### config.mk
export PLATFORM = sky130hd
export DESIGN_NAME = eros_obi_addr_demux
export DESIGN_NICKNAME = d
export VERILOG_FILES = /design/src/rtl/eros_obi_addr_demux.sv
export SDC_FILE = /design/constraint.sdc
export NUM_CORES = 1
export LEC_CHECK = 0
export ABC_AREA = 1
export BUFFER_PORTS_ARGS = -buffer_cell sky130_fd_sc_hd__buf_2
export CAP_MARGIN = 20
export CORE_AREA = 5 5 135 137
export CTS_CLUSTER_DIAMETER = 80
export DETAILED_ROUTE_END_ITERATION = 8
export DIE_AREA = 0 0 140 142
export GPL_TIMING_DRIVEN = 0
export SYNTH_ARGS = -nofsm -noshare
export SYNTH_HDL_FRONTEND = slang
export SYNTH_SLANG_ARGS = --single-unit
### constraint.sdc
create_clock -name clk_i -period 5.99 [get_ports clk_i]
set_input_delay 0.599 -clock clk_i [delete_from_list [all_inputs] [get_ports clk_i]]
set_output_delay 0.599 -clock clk_i [all_outputs]
set_load 0.02 [all_outputs]
### src/rtl/eros_obi_addr_demux.sv
// OBI address-decoding demultiplexer: routes one master's request stream to the
// matching crossbar slave port, keeps responses in order and answers unmapped addresses.

package eros_pkg;

  typedef struct packed {
    logic [31:0] idx;
    logic [31:0] start_addr;
    logic [31:0] end_addr;
  } addr_map_rule_t;

  localparam int unsigned SYSTEM_XBAR_NSLAVE = 5;

  // Element 4 is listed first; end_addr is exclusive.
  localparam addr_map_rule_t [4:0] XBAR_ADDR_RULES = '{
    '{idx: 32'd4, start_addr: 32'h1902_8000, end_addr: 32'h1903_0000},  // RAM1
    '{idx: 32'd3, start_addr: 32'h1902_0000, end_addr: 32'h1902_8000},  // RAM0
    '{idx: 32'd1, start_addr: 32'h1901_0000, end_addr: 32'h1902_0000},  // peripheral
    '{idx: 32'd2, start_addr: 32'h1900_2000, end_addr: 32'h1901_0000},  // external peripheral
    '{idx: 32'd0, start_addr: 32'h1900_0000, end_addr: 32'h1900_2000}   // boot ROM
  };

endpackage

module eros_obi_addr_demux #(
  parameter int unsigned                             NSLAVE          = eros_pkg::SYSTEM_XBAR_NSLAVE,
  parameter int unsigned                             NRULES          = 5,
  parameter eros_pkg::addr_map_rule_t [NRULES-1:0]   ADDR_RULES      = eros_pkg::XBAR_ADDR_RULES,
  parameter int unsigned                             MAX_OUTSTANDING = 4,
  parameter logic [31:0]                             ERR_RDATA       = 32'hBADACCE5
) (
  input  logic                         clk_i,
  input  logic                         rst_ni,
  input  logic                         req_i,
  output logic                         gnt_o,
  input  logic [31:0]                  addr_i,
  input  logic                         we_i,
  input  logic [3:0]                   be_i,
  input  logic [31:0]                  wdata_i,
  output logic                         rvalid_o,
  output logic [31:0]                  rdata_o,
  output logic                         err_o,
  output logic [NSLAVE-1:0]            slv_req_o,
  input  logic [NSLAVE-1:0]            slv_gnt_i,
  output logic [31:0]                  slv_addr_o,
  output logic                         slv_we_o,
  output logic [3:0]                   slv_be_o,
  output logic [31:0]                  slv_wdata_o,
  input  logic [NSLAVE-1:0]            slv_rvalid_i,
  input  logic [NSLAVE-1:0][31:0]      slv_rdata_i,
  output logic                         spurious_o
);

  localparam int unsigned SW = $clog2(NSLAVE + 1);
  localparam int unsigned CW = $clog2(MAX_OUTSTANDING + 1);
  localparam logic [SW-1:0] SEL_ERR = SW'(NSLAVE);
  localparam logic [CW-1:0] CNT_MAX = CW'(MAX_OUTSTANDING);

  logic [CW-1:0]     r_cnt;
  logic [SW-1:0]     r_last_sel;
  logic              r_err_pend;
  logic              r_spurious;

  logic [SW-1:0]     w_target;
  logic              w_tgt_is_err;
  logic              w_allow;
  logic              w_tgt_gnt;
  logic              w_last_is_err;
  logic              w_sel_rvalid;
  logic [31:0]       w_sel_rdata;
  logic              w_spurious;

  // NOTE: every signal assigned in always_comb gets a default first, so no path can infer a latch.
  // Descending scan makes the lowest-numbered matching rule win.
  always_comb begin
    w_target = SEL_ERR;
    for (int i = int'(NRULES) - 1; i >= 0; i--) begin
      if (addr_i >= ADDR_RULES[i].start_addr && addr_i < ADDR_RULES[i].end_addr) begin
        w_target = SW'(ADDR_RULES[i].idx);
      end
    end
  end

  assign w_tgt_is_err  = (w_target == SEL_ERR);
  assign w_last_is_err = (r_last_sel == SEL_ERR);

  // Responses only come back in order if all outstanding requests share one target.
  assign w_allow = rst_ni && req_i && (r_cnt < CNT_MAX) &&
                   ((r_cnt == '0) || (w_target == r_last_sel));

  always_comb begin
    slv_req_o    = '0;
    w_tgt_gnt    = 1'b0;
    w_sel_rvalid = 1'b0;
    w_sel_rdata  = '0;
    w_spurious   = 1'b0;
    for (int s = 0; s < int'(NSLAVE); s++) begin
      if (w_target == SW'(s)) begin
        slv_req_o[s] = w_allow;
        w_tgt_gnt    = slv_gnt_i[s];
      end
      if (r_last_sel == SW'(s)) begin
        w_sel_rvalid = slv_rvalid_i[s];
        w_sel_rdata  = slv_rdata_i[s];
      end
      if (slv_rvalid_i[s] && ((r_cnt == '0) || (r_last_sel != SW'(s)))) begin
        w_spurious = 1'b1;
      end
    end
  end

  assign gnt_o = w_allow && (w_tgt_is_err || w_tgt_gnt);

  assign slv_addr_o  = addr_i;
  assign slv_we_o    = we_i;
  assign slv_be_o    = be_i;
  assign slv_wdata_o = wdata_i;

  assign rvalid_o   = w_last_is_err ? r_err_pend : ((r_cnt != '0) && w_sel_rvalid);
  assign err_o      = rvalid_o && w_last_is_err;
  assign rdata_o    = !rvalid_o ? 32'h0 : (w_last_is_err ? ERR_RDATA : w_sel_rdata);
  assign spurious_o = r_spurious;

  // NOTE: sequential state uses non-blocking assignments so all registers update from pre-edge values.
  always_ff @(posedge clk_i or negedge rst_ni) begin
    if (!rst_ni) begin
      r_cnt      <= '0;
      r_last_sel <= '0;
      r_err_pend <= 1'b0;
      r_spurious <= 1'b0;
    end else begin
      if (gnt_o) begin
        r_last_sel <= w_target;
      end
      if (gnt_o && !rvalid_o) begin
        r_cnt <= r_cnt + CW'(1);
      end else if (!gnt_o && rvalid_o) begin
        r_cnt <= r_cnt - CW'(1);
      end
      // A new ERR grant in the response cycle keeps the pending flag alive.
      if (gnt_o && w_tgt_is_err) begin
        r_err_pend <= 1'b1;
      end else if (rvalid_o && w_last_is_err) begin
        r_err_pend <= 1'b0;
      end
      if (w_spurious) begin
        r_spurious <= 1'b1;
      end
    end
  end

endmodule

==> flow_metrics.py <==
metrics = {
    "final_layout": {
        "final_cell_mix": "buf_2 (319), nand2_1 (96), inv_1 (83)",
        "nets": 1129,
        "area_delta_synth_final_pct": 62.4,
        "final-seq-area_um2": 200,
        "final_common_cell": "buf_2",
        "drive_above_1_share_pct": 47.5,
        "multi_input_area_um2": 1940,
        "n_fill_cell": 1972,
        "design_area_um2": 5020,
        "diodes": 0,
    },
    "job": {
        "maxCapViolCount": 0,
    },
    "routing": {
        "ant_nets": 0,
        "drcViolationCount": 0,
        "dr.pass1.iters": 5,
        "wl_per_cell_um": 15.2,
        "vias_per_cell": 4.29,
        "vias": 4754,
        "drt-total-wl_um": 16900,
        "drt_iter0_drc": 204,
    },
    "timing": {
        "clock_skew_ns": 0.00328,
        "drv_slew": 0,
        "period_share_pct": 61.0,
        "hold_violations": 0,
        "setup_tns_ns": 0,
        "rsz0062_at_grt": "false",
        "max_slew_margin_pct": 46.9,
        "max_freq_mhz": 274,
        "worst_pin_slew_ns": 0.792,
        "setup_violations": 0,
        "period_minus_slack_ns": 3.65,
    },
    "synth": {
        "syn_inst": 566,
        "synth-edff-count": 0,
        "yosysUniqueCellTypes": 35,
        "yosysSeqAreaShare_pct": 6.48,
        "syn-num-nets": 810,
        "synth_warnings": 0,
        "synth.avg_cell_area_um2": 5.46,
        "ys_ff_latch": 8,
        "syn_area_um2": 3090,
        "async_flop_share_pct": 100,
        "synth-main-ff-cell": "dfrtp_1",
    },
    "clocking": {
        "cts_inserted_buffers": 3,
        "cts_root_buf": "clkbuf_16",
        "holdBufCountCts": 0,
        "clk_pin_slew_ns": 0.04,
        "clockBufferDepth": 2,
        "htree_levels": 1,
        "cts_resized": 0,
        "clock_latency_ns": 0.23,
        "cts_setup_buffers": 0,
        "tritoncts": "built",
        "clock-sinks": 8,
    },
    "critical_path": {
        "path_class": "flip-flop to primary output",
        "end_kind": "primary output",
        "slowest_delay_ns": 0.46,
        "r2r-end": "r_cnt[2]",
        "worstPathArrival_ns": 3.06,
        "rr_startpoint": "r_last_sel[2]",
        "crit_path_start_kind": "flip-flop",
        "slowest_stage": "nand3_1",
        "crit_chain": "buf_2, inv_2, nand3_1, o21ai_0, a21oi_1, a311oi_1, nor2_1, clkbuf_1, a21oi_1, buf_2",
        "required_ns": 5.39,
        "cp_max_fo": 10,
        "r2r_setup_slack_ns": 2.62,
        "r2r_cells": 14,
    },
    "floorplan": {
        "dieArea_um2": 19900,
        "fp-row-count": 48,
        "die_y_um": 142,
        "start_util_pct": 18.2,
        "die_x_um": 140,
        "core-area_um2": 16900,
        "ioPinCount": 352,
    },
    "pwr": {
        "max-vdd-ir-drop_uv": 368,
        "power_leakage_nw": 2.97,
        "p_per_area_nw_per_um2": 342,
    },
    "grt": {
        "grt_first_pass_wirelength_um": 24900,
        "track_usage_pct": 15.5,
        "grt_overflow": 0,
        "grt_start_max_net_pins": 11,
        "grt_pass1_vias": 4681,
        "antenna_found_initial": 0,
    },
    "placement": {
        "place_congestion": 0.898,
        "post-dp-hpwl_um": 14700,
        "placed_area_um2": 4940,
        "io_buffers": 314,
    },
    "run_status": {
        "status": "finished, final reports clean",
    },
    "hold_path": {
        "hp-class": "input pin to asynchronous set/reset pin",
    },
}
==> worst max-delay path, delay by kind of cell (launching register included) <==
kind | cells | cell delay [ns]
and+or+nand+nor | 2 | 0.60
DFF | 1 | 0.35
buffers and inverters | 4 | 1.00
AOI/OAI and AO/OA | 4 | 0.88
==> registers in the layout, indices dropped and copies added, names as in the netlist <==
signal      cells
r_cnt           3
r_err_pend      1
spurious_o      1
r_last_sel      3
==> final cells by class <==
class	instances	share of cell area, %
Buffer	96	12.5
Clock buffer	3	1.50
Inverter	87	6.51
Multi-Input combinational cell	375	38.6
Sequential cell	8	3.99
Tap cell	225	5.61
Timing Repair Buffer	314	31.3
==> cell families after synthesis <==
group | after synthesis | synth area share [%]
AOI/OAI and AO/OA | 117 | 20.6
adders and majority gates | 2 | 1.05
buffers and inverters | 183 | 30.8
and+or+nand+nor | 253 | 40.2
muxes | 1 | 0.364
xor gates and xnor gates | 2 | 0.567
DFF | 8 | 6.48
==> worst max-delay path by stage <==
stage | startpoint | to | slack, ns | depth (start not counted)
after floorplan | addr_i[30] | r_cnt[2] | 2.94 | 19
final | r_last_sel[2] | rdata_o[29] | 2.34 | 10
after global placement | r_last_sel[2] | rdata_o[7] | 2.43 | 10
after CTS | r_last_sel[2] | rdata_o[7] | 2.23 | 10
after detailed placement | r_last_sel[2] | rdata_o[7] | 2.48 | 10
after global routing | r_last_sel[2] | rdata_o[29] | 2.00 | 10
==> through the flow <==
step                      setup slack (ns)  cells  hold slack, ns  utilization (%)  total power, mW
after global placement                2.43   1105           0.462             29.2             1.62
after floorplan                       2.94    566           0.303                -             1.06
final                                 2.34   1108           0.212             29.6             1.72
after CTS                             2.23   1108           0.216             29.6             1.75
after global routing                  2.00   1108           0.233             29.6             1.90
after detailed placement              2.48   1105           0.463             29.2             1.63
==> metal layers <==
metal,vias to the layer above,global-route usage [%],part of all wire (%)
li1,2407,-,-
met1,2064,19.5,41
met2,259,27.8,48
met3,24,2.92,8.4
met4,0,3.62,2.1
met5,-,0,0
==> Yosys cell counts (all sizes together), types with 2 or more instances <==
cell type / count / area (um2)
a21oi: 43 / 215
a221oi: 8 / 70.1
and2: 3 / 18.8
buf: 75 / 547
clkbuf: 21 / 78.8
dfrtp: 8 / 200
inv: 87 / 327
nand2: 101 / 407
nand3: 73 / 400
nand4: 12 / 81.3
nor2: 56 / 275
nor3: 6 / 45.0
o21ai: 63 / 315
xnor2: 2 / 17.5
==> power by group <==
group / leakage [nW] / switching (mW) / internal, mW / total [mW]
logic: 2.84 / 1.01 / 0.496 / 1.51
registers: 0.0955 / 0.0170 / 0.0781 / 0.0951
clock network: 0.0370 / 0.0269 / 0.0861 / 0.113
Note: power is estimated with default switching activity, not from simulation.
